### src/rtl/fd_cache_pkg.sv
// Shared types and sizes for the FD direct-mapped write-back cache.
// Holds the FSM state enum, the geometry constants, the latched request
// payload (Usertype_FD) and small address split helpers.
package fd_cache_pkg;

  localparam int unsigned LINE_NUM = 4;
  localparam int unsigned INDEX_W  = 2;
  localparam int unsigned TAG_W    = 6;
  localparam int unsigned DATA_W   = 64;
  localparam int unsigned ADDR_W   = INDEX_W + TAG_W;
  localparam int unsigned CNT_W    = 16;

  typedef enum logic [3:0] {
    IDLE,
    LOOKUP,
    EVICT,
    EVICT_WAIT,
    FILL,
    FILL_WAIT,
    RESP,
    FLUSH_SCAN,
    FLUSH_WAIT,
    FLUSH_DONE
  } fdState_t;

  // Request captured at acceptance; rW uses the port encoding (1=read).
  typedef struct packed {
    logic              rW;
    logic [ADDR_W-1:0] addr;
    logic [DATA_W-1:0] data;
  } Usertype_FD;

  function automatic logic [INDEX_W-1:0] addrIndex(input logic [ADDR_W-1:0] a);
    return a[INDEX_W-1:0];
  endfunction

  function automatic logic [TAG_W-1:0] addrTag(input logic [ADDR_W-1:0] a);
    return a[ADDR_W-1:INDEX_W];
  endfunction

endpackage

### src/rtl/fd_cache_array.sv
// Tag/valid/dirty/data storage for the FD cache.
// Ports:
//   clk, rst            : clock, synchronous active-high reset (valid/dirty only)
//   rdIdx               : read port line index
//   rdValid_c..rdData_c : combinational read of the addressed line
//   wrEn, wrIdx, wr*    : write port, whole line written at the rising edge
//   validVec, dirtyVec  : per-line valid/dirty flags (used by the flush scan)
module fd_cache_array
  import fd_cache_pkg::*;
(
  input  logic                clk,
  input  logic                rst,
  input  logic [INDEX_W-1:0]  rdIdx,
  output logic                rdValid_c,
  output logic                rdDirty_c,
  output logic [TAG_W-1:0]    rdTag_c,
  output logic [DATA_W-1:0]   rdData_c,
  input  logic                wrEn,
  input  logic [INDEX_W-1:0]  wrIdx,
  input  logic                wrValid,
  input  logic                wrDirty,
  input  logic [TAG_W-1:0]    wrTag,
  input  logic [DATA_W-1:0]   wrData,
  output logic [LINE_NUM-1:0] validVec,
  output logic [LINE_NUM-1:0] dirtyVec
);

  logic [TAG_W-1:0]  tagMem  [LINE_NUM];
  logic [DATA_W-1:0] dataMem [LINE_NUM];

  // Status bits: the only state that reset has to clear.
  always_ff @(posedge clk) begin
    if (rst) begin
      validVec <= '0;
      dirtyVec <= '0;
    end else if (wrEn) begin
      validVec[wrIdx] <= wrValid;
      dirtyVec[wrIdx] <= wrDirty;
    end
  end

  // Payload storage; contents are meaningless until the valid bit is set.
  always_ff @(posedge clk) begin
    if (wrEn) begin
      tagMem[wrIdx]  <= wrTag;
      dataMem[wrIdx] <= wrData;
    end
  end

  assign rdValid_c = validVec[rdIdx];
  assign rdDirty_c = dirtyVec[rdIdx];
  assign rdTag_c   = tagMem[rdIdx];
  assign rdData_c  = dataMem[rdIdx];

endmodule

### src/rtl/fd_cache.sv
// FD cache: 4-line direct-mapped write-back cache between an FD request
// port and a single-outstanding DRAM bridge.
// Ports:
//   clk, rst                        : clock, synchronous active-high reset
//   req_valid/req_r_wb/req_addr/
//   req_data_w                      : request pulse (accepted while busy=0)
//   resp_valid/resp_data            : completion pulse and read/echoed data
//   busy                            : request or flush in progress
//   flush_valid/flush_done          : write back all dirty lines
//   mem_in_valid/mem_r_wb/mem_addr/
//   mem_data_w                      : bridge request (one-cycle pulse)
//   mem_out_valid/mem_data_r        : bridge completion and read data
//   hit_cnt/miss_cnt                : saturating statistics, present only
//                                     when FD_CACHE_STATS_EN is defined
module fd_cache
  import fd_cache_pkg::*;
(
  input  logic              clk,
  input  logic              rst,
  input  logic              req_valid,
  input  logic              req_r_wb,
  input  logic [ADDR_W-1:0] req_addr,
  input  logic [DATA_W-1:0] req_data_w,
  output logic              resp_valid,
  output logic [DATA_W-1:0] resp_data,
  output logic              busy,
  input  logic              flush_valid,
  output logic              flush_done,
  output logic              mem_in_valid,
  output logic              mem_r_wb,
  output logic [ADDR_W-1:0] mem_addr,
  output logic [DATA_W-1:0] mem_data_w,
  input  logic              mem_out_valid,
  input  logic [DATA_W-1:0] mem_data_r
`ifdef FD_CACHE_STATS_EN
  ,
  output logic [CNT_W-1:0]  hit_cnt,
  output logic [CNT_W-1:0]  miss_cnt
`endif
);

  fdState_t           state;
  Usertype_FD         req;
  logic [INDEX_W-1:0] flushIdx;

  logic [INDEX_W-1:0] rdIdx;
  logic               rdValid_c;
  logic               rdDirty_c;
  logic [TAG_W-1:0]   rdTag_c;
  logic [DATA_W-1:0]  rdData_c;
  logic               wrEn;
  logic [INDEX_W-1:0] wrIdx;
  logic               wrValid;
  logic               wrDirty;
  logic [TAG_W-1:0]   wrTag;
  logic [DATA_W-1:0]  wrData;
  logic [LINE_NUM-1:0] validVec;
  logic [LINE_NUM-1:0] dirtyVec;

  logic               hit;
  logic               victimDirty;
  logic               scanFound;
  logic [INDEX_W-1:0] scanIdx;
  logic               moreDirty;

  fd_cache_array u_array (
    .clk       (clk),
    .rst       (rst),
    .rdIdx     (rdIdx),
    .rdValid_c (rdValid_c),
    .rdDirty_c (rdDirty_c),
    .rdTag_c   (rdTag_c),
    .rdData_c  (rdData_c),
    .wrEn      (wrEn),
    .wrIdx     (wrIdx),
    .wrValid   (wrValid),
    .wrDirty   (wrDirty),
    .wrTag     (wrTag),
    .wrData    (wrData),
    .validVec  (validVec),
    .dirtyVec  (dirtyVec)
  );

  assign hit         = rdValid_c && (rdTag_c == addrTag(req.addr));
  assign victimDirty = rdValid_c && rdDirty_c;

  // The read port follows the flush scan while scanning, else the request line.
  assign rdIdx = (state == FLUSH_SCAN) ? scanIdx : addrIndex(req.addr);

  // Lowest dirty line at or above flushIdx, and whether any dirty line
  // remains above the one currently being written back.
  always_comb begin
    scanFound = 1'b0;
    scanIdx   = '0;
    moreDirty = 1'b0;
    for (int i = LINE_NUM - 1; i >= 0; i--) begin
      if (validVec[i] && dirtyVec[i]) begin
        if (i >= int'(flushIdx)) begin
          scanFound = 1'b1;
          scanIdx   = INDEX_W'(i);
        end
        if (i > int'(addrIndex(mem_addr))) moreDirty = 1'b1;
      end
    end
  end

  // Array write port: line installs, write hits and dirty clears after write-back.
  always_comb begin
    wrEn    = 1'b0;
    wrIdx   = addrIndex(req.addr);
    wrValid = 1'b1;
    wrDirty = 1'b0;
    wrTag   = addrTag(req.addr);
    wrData  = req.data;
    case (state)
      LOOKUP: begin
        // Write hit, or write miss whose victim needs no write-back.
        if (!req.rW && (hit || !victimDirty)) begin
          wrEn    = 1'b1;
          wrDirty = 1'b1;
        end
      end
      EVICT_WAIT: begin
        if (mem_out_valid && !req.rW) begin
          wrEn    = 1'b1;
          wrDirty = 1'b1;
        end
      end
      FILL_WAIT: begin
        if (mem_out_valid) begin
          wrEn   = 1'b1;
          wrData = mem_data_r;
        end
      end
      FLUSH_WAIT: begin
        // Rewrite the flushed line from the bridge registers with dirty cleared.
        if (mem_out_valid) begin
          wrEn   = 1'b1;
          wrIdx  = addrIndex(mem_addr);
          wrTag  = addrTag(mem_addr);
          wrData = mem_data_w;
        end
      end
      default: ;
    endcase
  end

  // Control FSM with registered outputs; pulses default low every cycle.
  always_ff @(posedge clk) begin
    if (rst) begin
      state        <= IDLE;
      req          <= '0;
      flushIdx     <= '0;
      resp_valid   <= 1'b0;
      resp_data    <= '0;
      busy         <= 1'b0;
      flush_done   <= 1'b0;
      mem_in_valid <= 1'b0;
      mem_r_wb     <= 1'b1;
      mem_addr     <= '0;
      mem_data_w   <= '0;
    end else begin
      resp_valid   <= 1'b0;
      flush_done   <= 1'b0;
      mem_in_valid <= 1'b0;
      case (state)
        IDLE: begin
          // Flush wins over a simultaneous request, which is dropped.
          if (flush_valid) begin
            flushIdx <= '0;
            busy     <= 1'b1;
            state    <= FLUSH_SCAN;
          end else if (req_valid) begin
            req.rW   <= req_r_wb;
            req.addr <= req_addr;
            req.data <= req_data_w;
            busy     <= 1'b1;
            state    <= LOOKUP;
          end
        end
        LOOKUP: begin
          if (hit) begin
            resp_valid <= 1'b1;
            resp_data  <= req.rW ? rdData_c : req.data;
            state      <= RESP;
          end else if (victimDirty) begin
            mem_in_valid <= 1'b1;
            mem_r_wb     <= 1'b0;
            mem_addr     <= {rdTag_c, addrIndex(req.addr)};
            mem_data_w   <= rdData_c;
            state        <= EVICT;
          end else if (req.rW) begin
            mem_in_valid <= 1'b1;
            mem_r_wb     <= 1'b1;
            mem_addr     <= req.addr;
            state        <= FILL;
          end else begin
            resp_valid <= 1'b1;
            resp_data  <= req.data;
            state      <= RESP;
          end
        end
        EVICT: state <= EVICT_WAIT;
        EVICT_WAIT: begin
          if (mem_out_valid) begin
            if (req.rW) begin
              mem_in_valid <= 1'b1;
              mem_r_wb     <= 1'b1;
              mem_addr     <= req.addr;
              state        <= FILL;
            end else begin
              resp_valid <= 1'b1;
              resp_data  <= req.data;
              state      <= RESP;
            end
          end
        end
        FILL: state <= FILL_WAIT;
        FILL_WAIT: begin
          if (mem_out_valid) begin
            resp_valid <= 1'b1;
            resp_data  <= mem_data_r;
            state      <= RESP;
          end
        end
        RESP: begin
          busy  <= 1'b0;
          state <= IDLE;
        end
        FLUSH_SCAN: begin
          if (scanFound) begin
            mem_in_valid <= 1'b1;
            mem_r_wb     <= 1'b0;
            mem_addr     <= {rdTag_c, scanIdx};
            mem_data_w   <= rdData_c;
            state        <= FLUSH_WAIT;
          end else begin
            flush_done <= 1'b1;
            state      <= FLUSH_DONE;
          end
        end
        FLUSH_WAIT: begin
          // Finishing here directly keeps flush_done one cycle after the last write-back.
          if (mem_out_valid) begin
            if (moreDirty) begin
              flushIdx <= addrIndex(mem_addr) + INDEX_W'(1);
              state    <= FLUSH_SCAN;
            end else begin
              flush_done <= 1'b1;
              state      <= FLUSH_DONE;
            end
          end
        end
        FLUSH_DONE: begin
          busy  <= 1'b0;
          state <= IDLE;
        end
        default: state <= IDLE;
      endcase
    end
  end

`ifdef FD_CACHE_STATS_EN
  // Hit/miss classification of accepted requests, saturating.
  always_ff @(posedge clk) begin
    if (rst) begin
      hit_cnt  <= '0;
      miss_cnt <= '0;
    end else if (state == LOOKUP) begin
      if (hit) begin
        if (hit_cnt != '1) hit_cnt <= hit_cnt + CNT_W'(1);
      end else begin
        if (miss_cnt != '1) miss_cnt <= miss_cnt + CNT_W'(1);
      end
    end
  end
`endif

endmodule

### config.mk
export PLATFORM = sky130hd
export DESIGN_NAME = fd_cache
export DESIGN_NICKNAME = d
export VERILOG_FILES = /design/src/rtl/fd_cache_pkg.sv /design/src/rtl/fd_cache_array.sv /design/src/rtl/fd_cache.sv
export SDC_FILE = /design/constraint.sdc
export NUM_CORES = 1
export LEC_CHECK = 0
export ABC_AREA = 0
export CAP_MARGIN = 20
export CORE_UTILIZATION = 25
export DETAILED_ROUTE_END_ITERATION = 12
export GPL_TIMING_DRIVEN = 1
export HOLD_SLACK_MARGIN = 0.15
export PLACE_DENSITY = 0.51
export SETUP_SLACK_MARGIN = 0.3
export SLEW_MARGIN = 10
export SYNTH_ARGS = -nofsm -noshare
export SYNTH_HDL_FRONTEND = slang
export SYNTH_SLANG_ARGS = --single-unit
### constraint.sdc
create_clock -name clk -period 18.35 [get_ports clk]
set_input_delay 3.67 -clock clk [delete_from_list [all_inputs] [get_ports clk]]
set_output_delay 3.67 -clock clk [all_outputs]
set_load 0.01 [all_outputs]
==> impl_metrics.toml <==
[run_status]
status = "finished clean"

[drt]
first_pass_iters = 5
routed-via-count = 17700
viasPerCell = 4.90
wl_um = 74100
antenna_left = 0
avgRoutedWirePerCell_um = 20.5
drc = 0
drtIter0Drc = 1171

[worst_setup_path]
endpoint_kind = "register"
cp.required_ns = 18.59
path_class = "reg2reg"
critPathSlowestCell = "buf_4"
path_depth = 13
crit_chain = "and4b_1, mux2i_1, a21oi_4, buf_4, buf_4, mux2i_1, mux2i_1, xnor2_1, nand4_4, and4_1, nor3_2, buf_4, buf_4"
crit_top_cell = "buf_4"
critical_path.top_delay_family = "buffers and inverters"
r2r_start = "state[2]$_SDFFE_PP0P_"
startpoint = "state[2]$_SDFFE_PP0P_"
worstReg2RegEnd = "u_array.dataMem[3][2]$_DFFE_PP_"
reg2reg_depth = 13
start_kind = "register"
critPathMaxStageDelay_ns = 0.80
crit_fanout = 84
arrival_ns = 7.14
r2r_slack_ns = 11.44
crit_buf_inv = 4

[clocking]
cts_resized = 0
numClockSinks = 508
cts_tree = "yes"
clk_latency_ns = 0.61
cts_root_buf = "clkbuf_16"
path_clk_slew_ns = 0.06
cts_hold_buffers = 0
cts_buffer_depth = 3
htree_levels = 2
cts_buffers = 58
post_cts_buffers = 0

[place]
gp_congestion = 0.809
dp_hpwl_um = 47400
port_buffers = 282

[logic_synthesis]
syn-num-nets = 2363
netlist_area_um2 = 22200
yosys.cell_types.count = 68
synth_top_family_by_area = "simple AND/OR/NAND/NOR gates"
synthTopCellsByArea = "edfxtp_1, dfxtp_1, nand2_1"
synthSimpleGateAreaFrac_pct = 18.0
synth_xor_area_share_pct = 0.237
synth_top_area_cell = "edfxtp_1"
async_reset_ff_share_pct = 0
synth-warning-count = 0
synth_top_area_share_pct = 37.9
ys_seq_area_share_pct = 58.4
ys.flop_type = "edfxtp_1"
synth.area.mux_share_pct = 4.28
synth_compound_area_share_pct = 15.5
synthAdderAreaFrac_pct = 0.169
syn_avg_cell_area_um2 = 10.0
synth_seq_cells = 508
synth_edf_count = 280
syn-instance-count = 2218

[global_route]
antenna_found_initial = 0
grt_pass1_wl_um = 110000
grtUsageTotal_pct = 15.9
grt_max_degree = 134
overflow = 0
grt_pass1_vias = 17700

[min_path]
hp-class = "reg2reg"
whs_path_depth = 2
min_from = "req[16]$_SDFFE_PP0P_"
min_to = "req[16]$_SDFFE_PP0P_"

[floorplanning]
io-pin-count = 283
core-area_um2 = 87400
initial_core_util_pct = 25.4
dieArea_um2 = 90100
fp.dieW_um = 300
placementRows = 108
die_h_um = 300

[cells_and_area]
final_cell_mix = "nand2_1, clkdlybuf4s50_1, edfxtp_1, dfxtp_1, nand3_1"
layout.nets = 2561
mostFrequentLayoutCell = "nand2_1"
num_antenna_cells = 0
syn2layout_area_growth_pct = 26.6
drive_above_1_share_pct = 6.41
final_core_util_pct = 32.2

[sta]
final-setup-viol-count = 0
max_slew_margin_pct = 24.2
hold_violations = 0
whs_ns = 0.474
fin_crit_ns = 6.91
max_freq_ghz = 0.145
setup-tns-final_ns = 0
period_share_pct = 37.6
rsz0062_at_grt = "no"
finalClockSkew_ns = 0.0204
worst-slew-pin-transition_ns = 1.14
finalMaxSlewViolations = 0

[power]
leakage_nw = 9.73
vdd_drop_max_v = 0.0000676
power_density_nw_per_um2 = 121
total_power_w = 0.00340

[flow_run]
cap_violations = 0
[synth_stat cells (64+ instances only)]
cell type,instances
a21oi_1,91
a22o_1,67
a22oi_1,130
clkbuf_1,150
dfxtp_1,228
edfxtp_1,280
nand2_1,563
nand3_1,134
nor2_1,93
nor2b_1,65
o21ai_0,90
o31ai_1,64
[cell families (layout without fill, tap and decap cells)]
kind of cell | Yosys count | in the layout
AND/OR/NAND/NOR | 923 | 923
flip-flops | 508 | 508
AO/OA/AOI/OAI | 502 | 502
buffers and inverters | 192 | 438
multiplexers | 84 | 84
XOR/XNOR | 6 | 6
adder cells (fa/ha/maj) | 3 | 3
[how the worst max path moves through the flow]
stage                                  endpoint  slack, ns
6_report        u_array.dataMem[3][2]$_DFFE_PP_      11.44
3_3_place_gp   u_array.dataMem[3][16]$_DFFE_PP_      11.04
3_5_place_dp   u_array.dataMem[3][18]$_DFFE_PP_      11.05
5_1_grt         u_array.dataMem[3][7]$_DFFE_PP_      11.01
2_1_floorplan   u_array.dataMem[0][0]$_DFFE_PP_       8.49
4_1_cts        u_array.dataMem[3][24]$_DFFE_PP_      11.38
[layer usage]
metal  wire length [µm]  global-route usage [%]
met1              32700                    21.1
met2              35300                    26.5
met3               4380                    2.47
met4               1710                    4.92
met5                  0                       0
[area by class of cell]
| cell class | count | area [µm²] |
|---|---|---|
| clock buffer | 90 | 1760 |
| fill | 8783 | 59300 |
| inverter | 14 | 52.6 |
| sequential | 508 | 13000 |
| tap | 1155 | 1450 |
| clock inverter | 18 | 195 |
| timing repair buffer | 316 | 3130 |
| multi-input combinational | 1518 | 8570 |
[worst reg2reg max path, cell delays in order, from the launching register on]
cell     delay, ns
dfxtp_1       0.77
and4b_1       0.58
mux2i_1       0.23
a21oi_4       0.14
buf_4         0.52
buf_4         0.85
mux2i_1       0.39
mux2i_1       0.17
xnor2_1       0.37
nand4_4       0.61
and4_1        0.55
nor3_2        0.23
buf_4         0.54
buf_4         0.59
[power breakdown]
part           total [W]  switching, W  internal (W)
registers        0.00142     0.0000693       0.00135
logic           0.000799      0.000542      0.000257
clock network    0.00118      0.000464      0.000714
[registers in the layout (all words and copies together), names as in the netlist, 4 cells and up]
name              count
req                  73
u_array.tagMem       24
mem_addr              8
u_array.validVec      4
u_array.dataMem     256
u_array.dirtyVec      4
state                 4
resp_data            64
mem_data_w           64
[metrics by stage]
stage | instance area [µm²] | setup WS, ns | cells
final | 28100 | 11.44 | 3619
after global routing | 28100 | 11.01 | 3619
after CTS | 28100 | 11.38 | 3617
after detailed placement | 26100 | 11.05 | 3509
after global placement | 26100 | 11.04 | 3508
after floorplan | 22200 | 8.49 | 2218
Note: power is estimated with default switching activity, not from simulation.
